File: src/rtl/bus_dma_engine.sv
// Bus-master DMA engine: moves word blocks between the local ping-pong buffer
// and the shared bus. Each block is split into bursts limited by the remaining
// length, the programmed burst size, MAX_BURST and a BOUNDARY-aligned window.
module bus_dma_engine #(
  parameter int BUF_AW    = 9,
  parameter int MAX_BURST = 256,
  parameter int BOUNDARY  = 1024
) (
  input  logic              clock,
  input  logic              n_reset,
  input  logic              cmd_start,
  input  logic              cmd_read_n_write,
  input  logic              cmd_fixed_addr,
  input  logic [31:0]       cmd_address,
  input  logic [3:0]        cmd_byte_enable,
  input  logic [7:0]        cmd_burst_size,
  input  logic [BUF_AW:0]   cmd_words,
  input  logic              cmd_abort,
  output logic              status_busy,
  output logic              status_done,
  output logic              status_error,
  output logic              status_aborted,
  output logic [BUF_AW:0]   status_words_done,
  output logic [BUF_AW-1:0] buf_address,
  output logic [31:0]       buf_write_data,
  output logic              buf_write_enable,
  input  logic [31:0]       buf_read_data,
  input  logic [31:0]       address_dataIN,
  input  logic              end_transactionIN,
  input  logic              data_validIN,
  input  logic              busyIN,
  input  logic              bus_errorIN,
  output logic [31:0]       address_dataOUT,
  output logic [3:0]        byte_enableOUT,
  output logic [7:0]        burst_sizeOUT,
  output logic              read_n_writeOUT,
  output logic              begin_transactionOUT,
  output logic              end_transactionOUT,
  output logic              data_validOUT,
  output logic              busyOUT,
  output logic              requestTransaction,
  input  logic              transactionGranted
);

  localparam int CW = BUF_AW + 1;
  localparam int BW = $clog2(BOUNDARY);
  localparam int W0 = (CW > BW) ? CW : BW;
  // Width wide enough for every burst-length candidate (256 needs 9 bits).
  localparam int W  = (W0 > 9) ? W0 : 9;

  typedef enum logic [3:0] {
    S_IDLE, S_START, S_REQ, S_SETUP, S_BEGIN, S_READ, S_WAIT_END, S_WRITE, S_ENDW, S_DONE
  } state_t;

  state_t            state_reg, state_next;
  logic              rnw_reg, rnw_next, fixed_reg, fixed_next;
  logic [3:0]        be_reg, be_next;
  logic [7:0]        bsize_reg, bsize_next;
  logic [31:0]       addr_reg, addr_next;
  logic [BUF_AW-1:0] ptr_reg, ptr_next;
  logic [CW-1:0]     remaining_reg, remaining_next, words_done_reg, words_done_next;
  logic [W-1:0]      n_reg, n_next, beats_left_reg, beats_left_next, n_calc, room, bs1;
  logic              done_reg, done_next, error_reg, error_next, aborted_reg, aborted_next;
  logic              dv_reg, end_reg, err_reg;
  logic [31:0]       rdata_reg;
  logic              beat, read_beat, last_read, stop_req;

  // Burst length for the next burst: min of remaining, requested, cap and window room.
  always_comb begin
    bs1    = W'(bsize_reg) + W'(1);
    room   = W'(BOUNDARY / 4) - W'((addr_reg & 32'(BOUNDARY - 1)) >> 2);
    n_calc = W'(remaining_reg);
    if (bs1 < n_calc) n_calc = bs1;
    if (W'(MAX_BURST) < n_calc) n_calc = W'(MAX_BURST);
    if (!fixed_reg && room < n_calc) n_calc = room;
  end

  // Next-state and datapath update for the transfer sequencer.
  always_comb begin
    state_next       = state_reg;
    rnw_next         = rnw_reg;
    fixed_next       = fixed_reg;
    be_next          = be_reg;
    bsize_next       = bsize_reg;
    addr_next        = addr_reg;
    ptr_next         = ptr_reg;
    remaining_next   = remaining_reg;
    words_done_next  = words_done_reg;
    n_next           = n_reg;
    beats_left_next  = beats_left_reg;
    done_next        = done_reg;
    error_next       = error_reg;
    aborted_next     = aborted_reg;
    buf_write_enable = 1'b0;
    beat             = 1'b0;
    read_beat        = dv_reg && (beats_left_reg != '0);
    last_read        = read_beat ? (remaining_reg == CW'(1)) : (remaining_reg == '0);
    stop_req         = aborted_reg || cmd_abort;
    if (cmd_abort && state_reg != S_IDLE) aborted_next = 1'b1;
    case (state_reg)
      S_IDLE: if (cmd_start) begin
        rnw_next        = cmd_read_n_write;
        fixed_next      = cmd_fixed_addr;
        be_next         = cmd_byte_enable;
        bsize_next      = cmd_burst_size;
        addr_next       = {cmd_address[31:2], 2'b00};
        remaining_next  = cmd_words;
        ptr_next        = '0;
        words_done_next = '0;
        done_next       = 1'b0;
        error_next      = 1'b0;
        aborted_next    = 1'b0;
        state_next      = S_START;
      end
      S_START: state_next = (remaining_reg == '0) ? S_DONE : S_REQ;
      S_REQ: begin
        if (stop_req) state_next = S_DONE;
        else if (transactionGranted) state_next = S_SETUP;
      end
      S_SETUP: begin
        n_next          = n_calc;
        beats_left_next = n_calc;
        state_next      = S_BEGIN;
      end
      S_BEGIN: state_next = rnw_reg ? S_READ : S_WRITE;
      S_READ: begin
        if (err_reg) begin
          if (end_reg) begin
            error_next = 1'b1;
            state_next = S_DONE;
          end else begin
            state_next = S_WAIT_END;
          end
        end else begin
          if (read_beat) begin
            beat             = 1'b1;
            buf_write_enable = 1'b1;
          end
          if (end_reg) state_next = (last_read || stop_req) ? S_DONE : S_REQ;
        end
      end
      S_WAIT_END: if (end_reg) begin
        error_next = 1'b1;
        state_next = S_DONE;
      end
      S_WRITE: begin
        if (bus_errorIN) begin
          error_next = 1'b1;
          state_next = S_ENDW;
        end else if (!busyIN) begin
          beat = 1'b1;
          if (beats_left_reg == W'(1)) state_next = S_ENDW;
        end
      end
      S_ENDW: state_next = (error_reg || remaining_reg == '0 || stop_req) ? S_DONE : S_REQ;
      S_DONE: begin
        done_next  = 1'b1;
        state_next = S_IDLE;
      end
      default: state_next = S_IDLE;
    endcase
    // One accepted beat advances every pointer and counter together.
    if (beat) begin
      ptr_next        = ptr_reg + BUF_AW'(1);
      remaining_next  = remaining_reg - CW'(1);
      words_done_next = words_done_reg + CW'(1);
      beats_left_next = beats_left_reg - W'(1);
      if (!fixed_reg) addr_next = addr_reg + 32'd4;
    end
  end

  // Sequencer state and datapath registers.
  always_ff @(posedge clock) begin
    if (!n_reset) begin
      state_reg      <= S_IDLE;
      rnw_reg        <= 1'b0;
      fixed_reg      <= 1'b0;
      be_reg         <= '0;
      bsize_reg      <= '0;
      addr_reg       <= '0;
      ptr_reg        <= '0;
      remaining_reg  <= '0;
      words_done_reg <= '0;
      n_reg          <= '0;
      beats_left_reg <= '0;
      done_reg       <= 1'b0;
      error_reg      <= 1'b0;
      aborted_reg    <= 1'b0;
    end else begin
      state_reg      <= state_next;
      rnw_reg        <= rnw_next;
      fixed_reg      <= fixed_next;
      be_reg         <= be_next;
      bsize_reg      <= bsize_next;
      addr_reg       <= addr_next;
      ptr_reg        <= ptr_next;
      remaining_reg  <= remaining_next;
      words_done_reg <= words_done_next;
      n_reg          <= n_next;
      beats_left_reg <= beats_left_next;
      done_reg       <= done_next;
      error_reg      <= error_next;
      aborted_reg    <= aborted_next;
    end
  end

  // Read-side bus inputs pass through one register stage.
  always_ff @(posedge clock) begin
    if (!n_reset) begin
      dv_reg    <= 1'b0;
      end_reg   <= 1'b0;
      err_reg   <= 1'b0;
      rdata_reg <= '0;
    end else begin
      dv_reg    <= data_validIN;
      end_reg   <= end_transactionIN;
      err_reg   <= bus_errorIN;
      rdata_reg <= address_dataIN;
    end
  end

  // Writes look one beat ahead so the 1-cycle buffer latency is hidden.
  assign buf_address          = rnw_reg ? ptr_reg : ptr_next;
  assign buf_write_data       = buf_write_enable ? rdata_reg : 32'd0;
  assign status_busy          = (state_reg != S_IDLE);
  assign status_done          = done_reg;
  assign status_error         = error_reg;
  assign status_aborted       = aborted_reg;
  assign status_words_done    = words_done_reg;
  assign requestTransaction   = (state_reg == S_REQ);
  assign begin_transactionOUT = (state_reg == S_BEGIN);
  assign address_dataOUT      = (state_reg == S_BEGIN) ? addr_reg :
                                (state_reg == S_WRITE) ? buf_read_data : 32'd0;
  assign byte_enableOUT       = (state_reg == S_BEGIN) ? be_reg : 4'd0;
  assign burst_sizeOUT        = (state_reg == S_BEGIN) ? 8'(n_reg - W'(1)) : 8'd0;
  assign read_n_writeOUT      = (state_reg == S_BEGIN) && rnw_reg;
  assign data_validOUT        = (state_reg == S_WRITE);
  assign end_transactionOUT   = (state_reg == S_ENDW);
  assign busyOUT              = 1'b0;

endmodule

File: config.mk
export PLATFORM = sky130hd
export DESIGN_NAME = bus_dma_engine
export DESIGN_NICKNAME = d
export VERILOG_FILES = /design/src/rtl/bus_dma_engine.sv
export SDC_FILE = /design/constraint.sdc
export NUM_CORES = 1
export LEC_CHECK = 0
export ABC_CLOCK_PERIOD_IN_PS = 4400
export BUFFER_PORTS_ARGS = -buffer_cell sky130_fd_sc_hd__buf_2
export CAP_MARGIN = 30
export CORE_AREA = 2 2 129 225
export DETAILED_ROUTE_END_ITERATION = 8
export DIE_AREA = 0 0 131 227
export SYNTH_ARGS = -nofsm -noshare
export SYNTH_HDL_FRONTEND = slang
export SYNTH_SLANG_ARGS = --single-unit
export TNS_END_PERCENT = 20
File: constraint.sdc
create_clock -name clock -period 4.4 [get_ports clock]
set_input_delay 0.44 -clock clock [delete_from_list [all_inputs] [get_ports clock]]
set_output_delay 0.44 -clock clock [all_outputs]
set_load 0.03 [all_outputs]
==> flow_summary.ini, run 1 <==
[place]
dp_hpwl_um = 22100
portBuffers = 231
gp_congestion = 0.887
placed_cell_area_um2 = 9890
placed_cells = 1640

[global_routing]
overflow = 0
grt_pass1_vias = 8296
grt_max_degree = 68
grt_usage_pct = 19.4
antenna_found_initial = 7
grt_pass1_wl_um = 44600

[route]
first_iter_violations = 485
first_pass_iters = 5
totalWireLength_um = 29200
vias = 8844
viasPerCell = 5.27
wl_per_cell_um = 17.4
drc = 0
antenna_left = 0

[finish]
fin_cells = 1679
nNetsFinal = 1442
layout-drive-gt1-share_pct = 27.2
area_growth_pct = 29.0
fill_cells = 2909
layout.core_utilization_pct = 38.1
final_cell_area_um2 = 10600

[sta]
tns_ps = 0
fin_skew_ps = 15.5
setup_violations = 0
rsz0062_at_grt = false
slew_headroom_pct = 34.5
final_max_slew_viol_count = 0
fmax_mhz = 236
hold_viol_final = 0
period_minus_slack_ps = 4230
worst_pin_slew_ps = 981
fin_crit_sh_pct = 96.2

[floorplanning]
fp-row-count = 81
core_area_um2 = 27900
ios = 235
start_util_pct = 29.6
die_x_um = 131
die_area_um2 = 29700
die_y_um = 227

[yosys]
synthAdderAreaFrac_pct = 3.95
synthArstFlopShare_pct = 0
ys_types = 82
synthTopCellsByCount = 135 x dfxtp_1, 113 x nand2_1, 80 x a21oi_1
synth_fp_nets = 1219
yosys_register_bits = 135
synth.largest_area_cell = dfxtp_1
synth_area_um2 = 8240
synth_simple_gate_area_share_pct = 28.4
synth_area_leaders = dfxtp_1 33%, nand2_1 5.1%, a21oi_1 4.9%, and3_1 4.6%, ha_1 3.9%
syn_avg_cell_area_um2 = 7.74
synth_compound_area_share_pct = 24.5
netlist_instances = 1064
synth.top_cell.area_share_pct = 32.8
synth_ff_type = dfxtp_1
synthMuxAreaShare_pct = 1.96
synth_top_family_by_area = simple AND/OR/NAND/NOR gates
seq_area_frac_synth_pct = 32.8
synth_most_common_cell = dfxtp_1
synth-xor-area-share_pct = 2.13
synth_edf_count = 0
yosys_warnings = 0

[clocking]
ctsHtreeMaxLevel = 4
cts_hold_buf = 0
cts_buffer_depth = 2
clkSinkCount = 135
clkSlewWorstSetupHoldPaths_ps = 70
cts_buffers = 17
insertion_delay_ps = 450
cts_tree = built
cts_root_buf = clkbuf_16

[worst_setup_path]
crit_chain = ha_1, and3_1, buf_4, nand3_1, inv_1, ha_1, and4b_1, o211a_1, a211o_1, buf_4, a311o_1, nand2_1, ha_1, a21o_1, a211o_1, a21oi_2, buf_6, a31oi_1, o211ai_1, o221ai_1
crit_slowest_cell = dfxtp_2
criticalPathCategory = reg -> reg
crit_path_frequent_cell = ha_1
worstSetupStartpointType = flop
cp.arrival_ps = 4540
worstPathRequired_ps = 4700
worstPathMaxFanout = 5
cp-end-kind = flop
max_stage_delay_ps = 330

[flow_run]
max-cap-violations = 0

[power]
p_per_area_nw_per_um2 = 585
intPower_w = 0.00344
ir_drop_uv = 331
p_total_w = 0.00621
switching_share_pct = 44.6
power_frac_clock_pct = 23.8
p_sw_w = 0.00277
p_seq_share_pct = 27.1
cellLeakagePower_nw = 4.72
combPwrFrac_pct = 49.1

[run_status]
status = completed

[min_path]
hold_class = in -> reg
==> worst max-delay path: cells and delay by family (launching register included) <==
family	cells	cell delay [ps]
compound gates	9	1850
simple gates	4	600
buf+inv	4	540
fa+ha+maj	3	760
flops	1	330
==> cells in the final DEF (no fill, tap or decap), types with 14 or more instances in the layout <==
cell	instances
buf_4	49
a21oi_1	78
and2_1	40
inv_1	44
clkbuf_16	17
buf_2	231
nor4_1	19
a22o_1	21
nor2_1	60
nand3_1	46
o211ai_1	14
and3_1	61
nor3_1	30
nand2_1	112
a31oi_1	21
dfxtp_1	132
ha_1	26
o21ai_0	40
o21ai_1	31
==> power by group through the flow <==
stage / combinational, W / clock (W) / sequential [W]
after floorplan: 0.00194 / 0 / 0.00158
after global placement: 0.00285 / 0 / 0.00170
after detailed placement: 0.00287 / 0 / 0.00171
after CTS: 0.00289 / 0.00151 / 0.00168
after global routing: 0.00335 / 0.00155 / 0.00172
final: 0.00305 / 0.00148 / 0.00169
==> logic make-up after synthesis <==
kind of cell,count (synthesis)
compound gates,301
xor+xnor,20
fa+ha+maj,26
buf+inv,123
flops,135
mux,15
other cells,1
simple gates,443
==> metrics by stage <==
stage,hold WS [ps],setup slack [ps]
finish,195,166
global route,187,0.613
CTS,175,23.1
detailed placement,450,0.392
global placement,438,75.4
floorplan,432,-7.30
==> cell type report <==
class | count | area, um^2 | area share (%)
sequential | 135 | 2710 | 25.5
clock buffer | 17 | 425 | 4.00
inverter | 45 | 169 | 1.59
clock inverter | 15 | 180 | 1.70
timing repair buffer | 282 | 1550 | 14.6
multi-input combinational | 806 | 5120 | 48.2
antenna | 6 | 15.0 | 0.141
tap | 373 | 467 | 4.39
==> final timing paths <==
kind	to	cells past startpoint	slack, ps	from
worst max-delay path	beats_left_reg[2]	20	170	bsize_reg[0]
worst min-delay path	rdata_reg[2]	2	200	address_dataIN[2]
worst max register to register	beats_left_reg[2]	20	170	bsize_reg[0]
worst min register to register	be_reg[0]	2	460	be_reg[0]
==> metal layers <==
| layer | track usage, % | routed length (um) |
|---|---|---|
| met1 | 21.4 | 11400 |
| met2 | 34.8 | 15300 |
| met3 | 3.69 | 1190 |
| met4 | 10.2 | 1210 |
| met5 | 0 | 5 |
==> repair_timing <==
action / CTS / global route
pin swaps: 0 / 6
buffers inserted: 0 / 1
setup endpoints to repair: 1 / 17
resized for setup: 1 / 23
(Power assumes the default switching activity.)
==> inputs of run 2 (changes only) <==
--- a/config.mk
+++ b/config.mk
@@ -9,6 +9,8 @@
 export BUFFER_PORTS_ARGS = -buffer_cell sky130_fd_sc_hd__buf_2
 export CAP_MARGIN = 30
 export CORE_AREA = 2 2 129 225
+export CTS_BUF_LIST = sky130_fd_sc_hd__clkbuf_4
+export CTS_CLUSTER_DIAMETER = 60
 export DETAILED_ROUTE_END_ITERATION = 8
 export DIE_AREA = 0 0 131 227
 export SYNTH_ARGS = -nofsm -noshare
==> flow_summary.ini, run 2 (synthesized netlist as in run 1, its figures left out) <==
[run_status]
status = completed

[place]
placed_cells = 1640
dp_hpwl_um = 22100
gp_congestion = 0.887
portBuffers = 231

[sta]
worst_pin_slew_ps = 977
setup_violations = 0
final_max_slew_viol_count = 0
period_minus_slack_ps = 4210
fin_skew_ps = 28.4
tns_ps = 0
fin_crit_sh_pct = 95.7
fmax_mhz = 238
slew_headroom_pct = 34.8
hold_viol_final = 0
rsz0062_at_grt = true

[clocking]
ctsHtreeMaxLevel = 4
insertion_delay_ps = 620
cts_root_buf = clkbuf_4
cts_buffers = 17
post_cts_buffers = 0
clkSlewWorstSetupHoldPaths_ps = 130
clkSinkCount = 135
cts_tree = built
cts_buffer_depth = 2

[worst_setup_path]
worstPathMaxFanout = 7
criticalPathCategory = reg -> reg
cp.arrival_ps = 4770
r2r-start = bsize_reg[0]
r2r_slack_ps = 190
worstSetupStartpointType = flop
r2r_cells = 19
cp-end-kind = flop
reg2reg_to = n_reg[0]
worstPathRequired_ps = 4960

[power]
cellLeakagePower_nw = 4.73
ir_drop_uv = 296
p_per_area_nw_per_um2 = 528

[floorplanning]
start_util_pct = 29.6
die_x_um = 131
die_area_um2 = 29700
core_area_um2 = 27900
fp-row-count = 81
die_y_um = 227
ios = 235

[route]
drc = 0
vias = 8964
first_pass_iters = 5
viasPerCell = 5.23
wl_per_cell_um = 17.1
totalWireLength_um = 29300
antenna_left = 0
first_iter_violations = 440

[global_routing]
grt_pass1_wl_um = 45000
antenna_found_initial = 8
grt_pass1_vias = 8521
overflow = 0
grt_max_degree = 68
grt_usage_pct = 19.5

[min_path]
holdPathStages = 3
hold_class = in -> reg
min_to = bsize_reg[4]
worstHoldStart = cmd_burst_size[4]

[flow_run]
max-cap-violations = 0

[finish]
area_growth_pct = 29.6
layout_common_cells = 231 x buf_2, 132 x dfxtp_1, 112 x nand2_1
fin_cells = 1714
layout-drive-gt1-share_pct = 26.4
nNetsFinal = 1477
final_common_cell = buf_2
layout.core_utilization_pct = 38.3
## run 2: worst max-delay path by stage
stage | start | endpoint | slack (ps) | cells past startpoint
5_1_grt | bsize_reg[1] | beats_left_reg[2] | -6 | 18
3_3_place_gp | bsize_reg[0] | n_reg[0] | 80 | 18
3_5_place_dp | bsize_reg[0] | n_reg[0] | 0.4 | 18
6_report | bsize_reg[0] | n_reg[0] | 190 | 19
2_1_floorplan | bsize_reg[1] | n_reg[0] | -7 | 21
4_1_cts | bsize_reg[0] | beats_left_reg[8] | 40 | 18
## run 2: repair_timing
item,in CTS,in global routing
resized for setup,1,21
pin swaps,0,3
hold buffers,36,0
endpoints found under the hold margin,36,0
endpoints found under the setup margin,2,17
cloned,0,0
## run 2: critical path: stages (launching register included)
cell     delay (ps)
dfxtp_2         360
ha_1            200
and3_1          190
nand3_1         120
xor2_2          190
inv_1            60
ha_1            270
and4b_1         210
o211a_1         110
a211o_1         270
buf_4           160
a311o_1         280
nand2_1         110
ha_1            250
a21o_1          160
a211o_1         320
buf_4           150
a21o_1          260
nor4_4          330
a311o_1         150
## run 2: metal layers
| metal | vias up | GRT usage, % | share of wire, % |
|---|---|---|---|
| met3 | 68 | 3.78 | 4.4 |
| met2 | 240 | 34.7 | 52 |
| met4 | 2 | 11.1 | 4.6 |
| met5 | - | 0 | 0.058 |
| met1 | 4220 | 21.2 | 39 |
| li1 | 4434 | - | - |
## run 2: power by group
group | switching (W) | internal (W) | leakage [nW]
clock network | 0.000593 | 0.000317 | 0.167
registers | 0.000273 | 0.00141 | 1.11
logic | 0.00182 | 0.00121 | 3.45
total | 0.00269 | 0.00294 | 4.73
## run 2: cell type report
class                           count  area [um^2]
Fill cell                        2920        17200
Timing Repair Buffer              317         1900
Clock buffer                       17          128
Clock inverter                     15          180
Multi-Input combinational cell    806         5110
Sequential cell                   135         2710
Tap cell                          373          467
Antenna cell                        6         15.0
Inverter                           45          169
## run 2: metrics by stage
step                      area [um^2]  hold WS [ps]  total power (W)  setup WS (ps)
after detailed placement         9890           450          0.00458          0.392
after CTS                       10600          1.54          0.00554           43.2
final                           10700          63.5          0.00563            191
after floorplan                  8240           432          0.00352          -7.30
after global placement           9890           438          0.00455           75.4
after global routing            10700          35.5          0.00603          -6.38
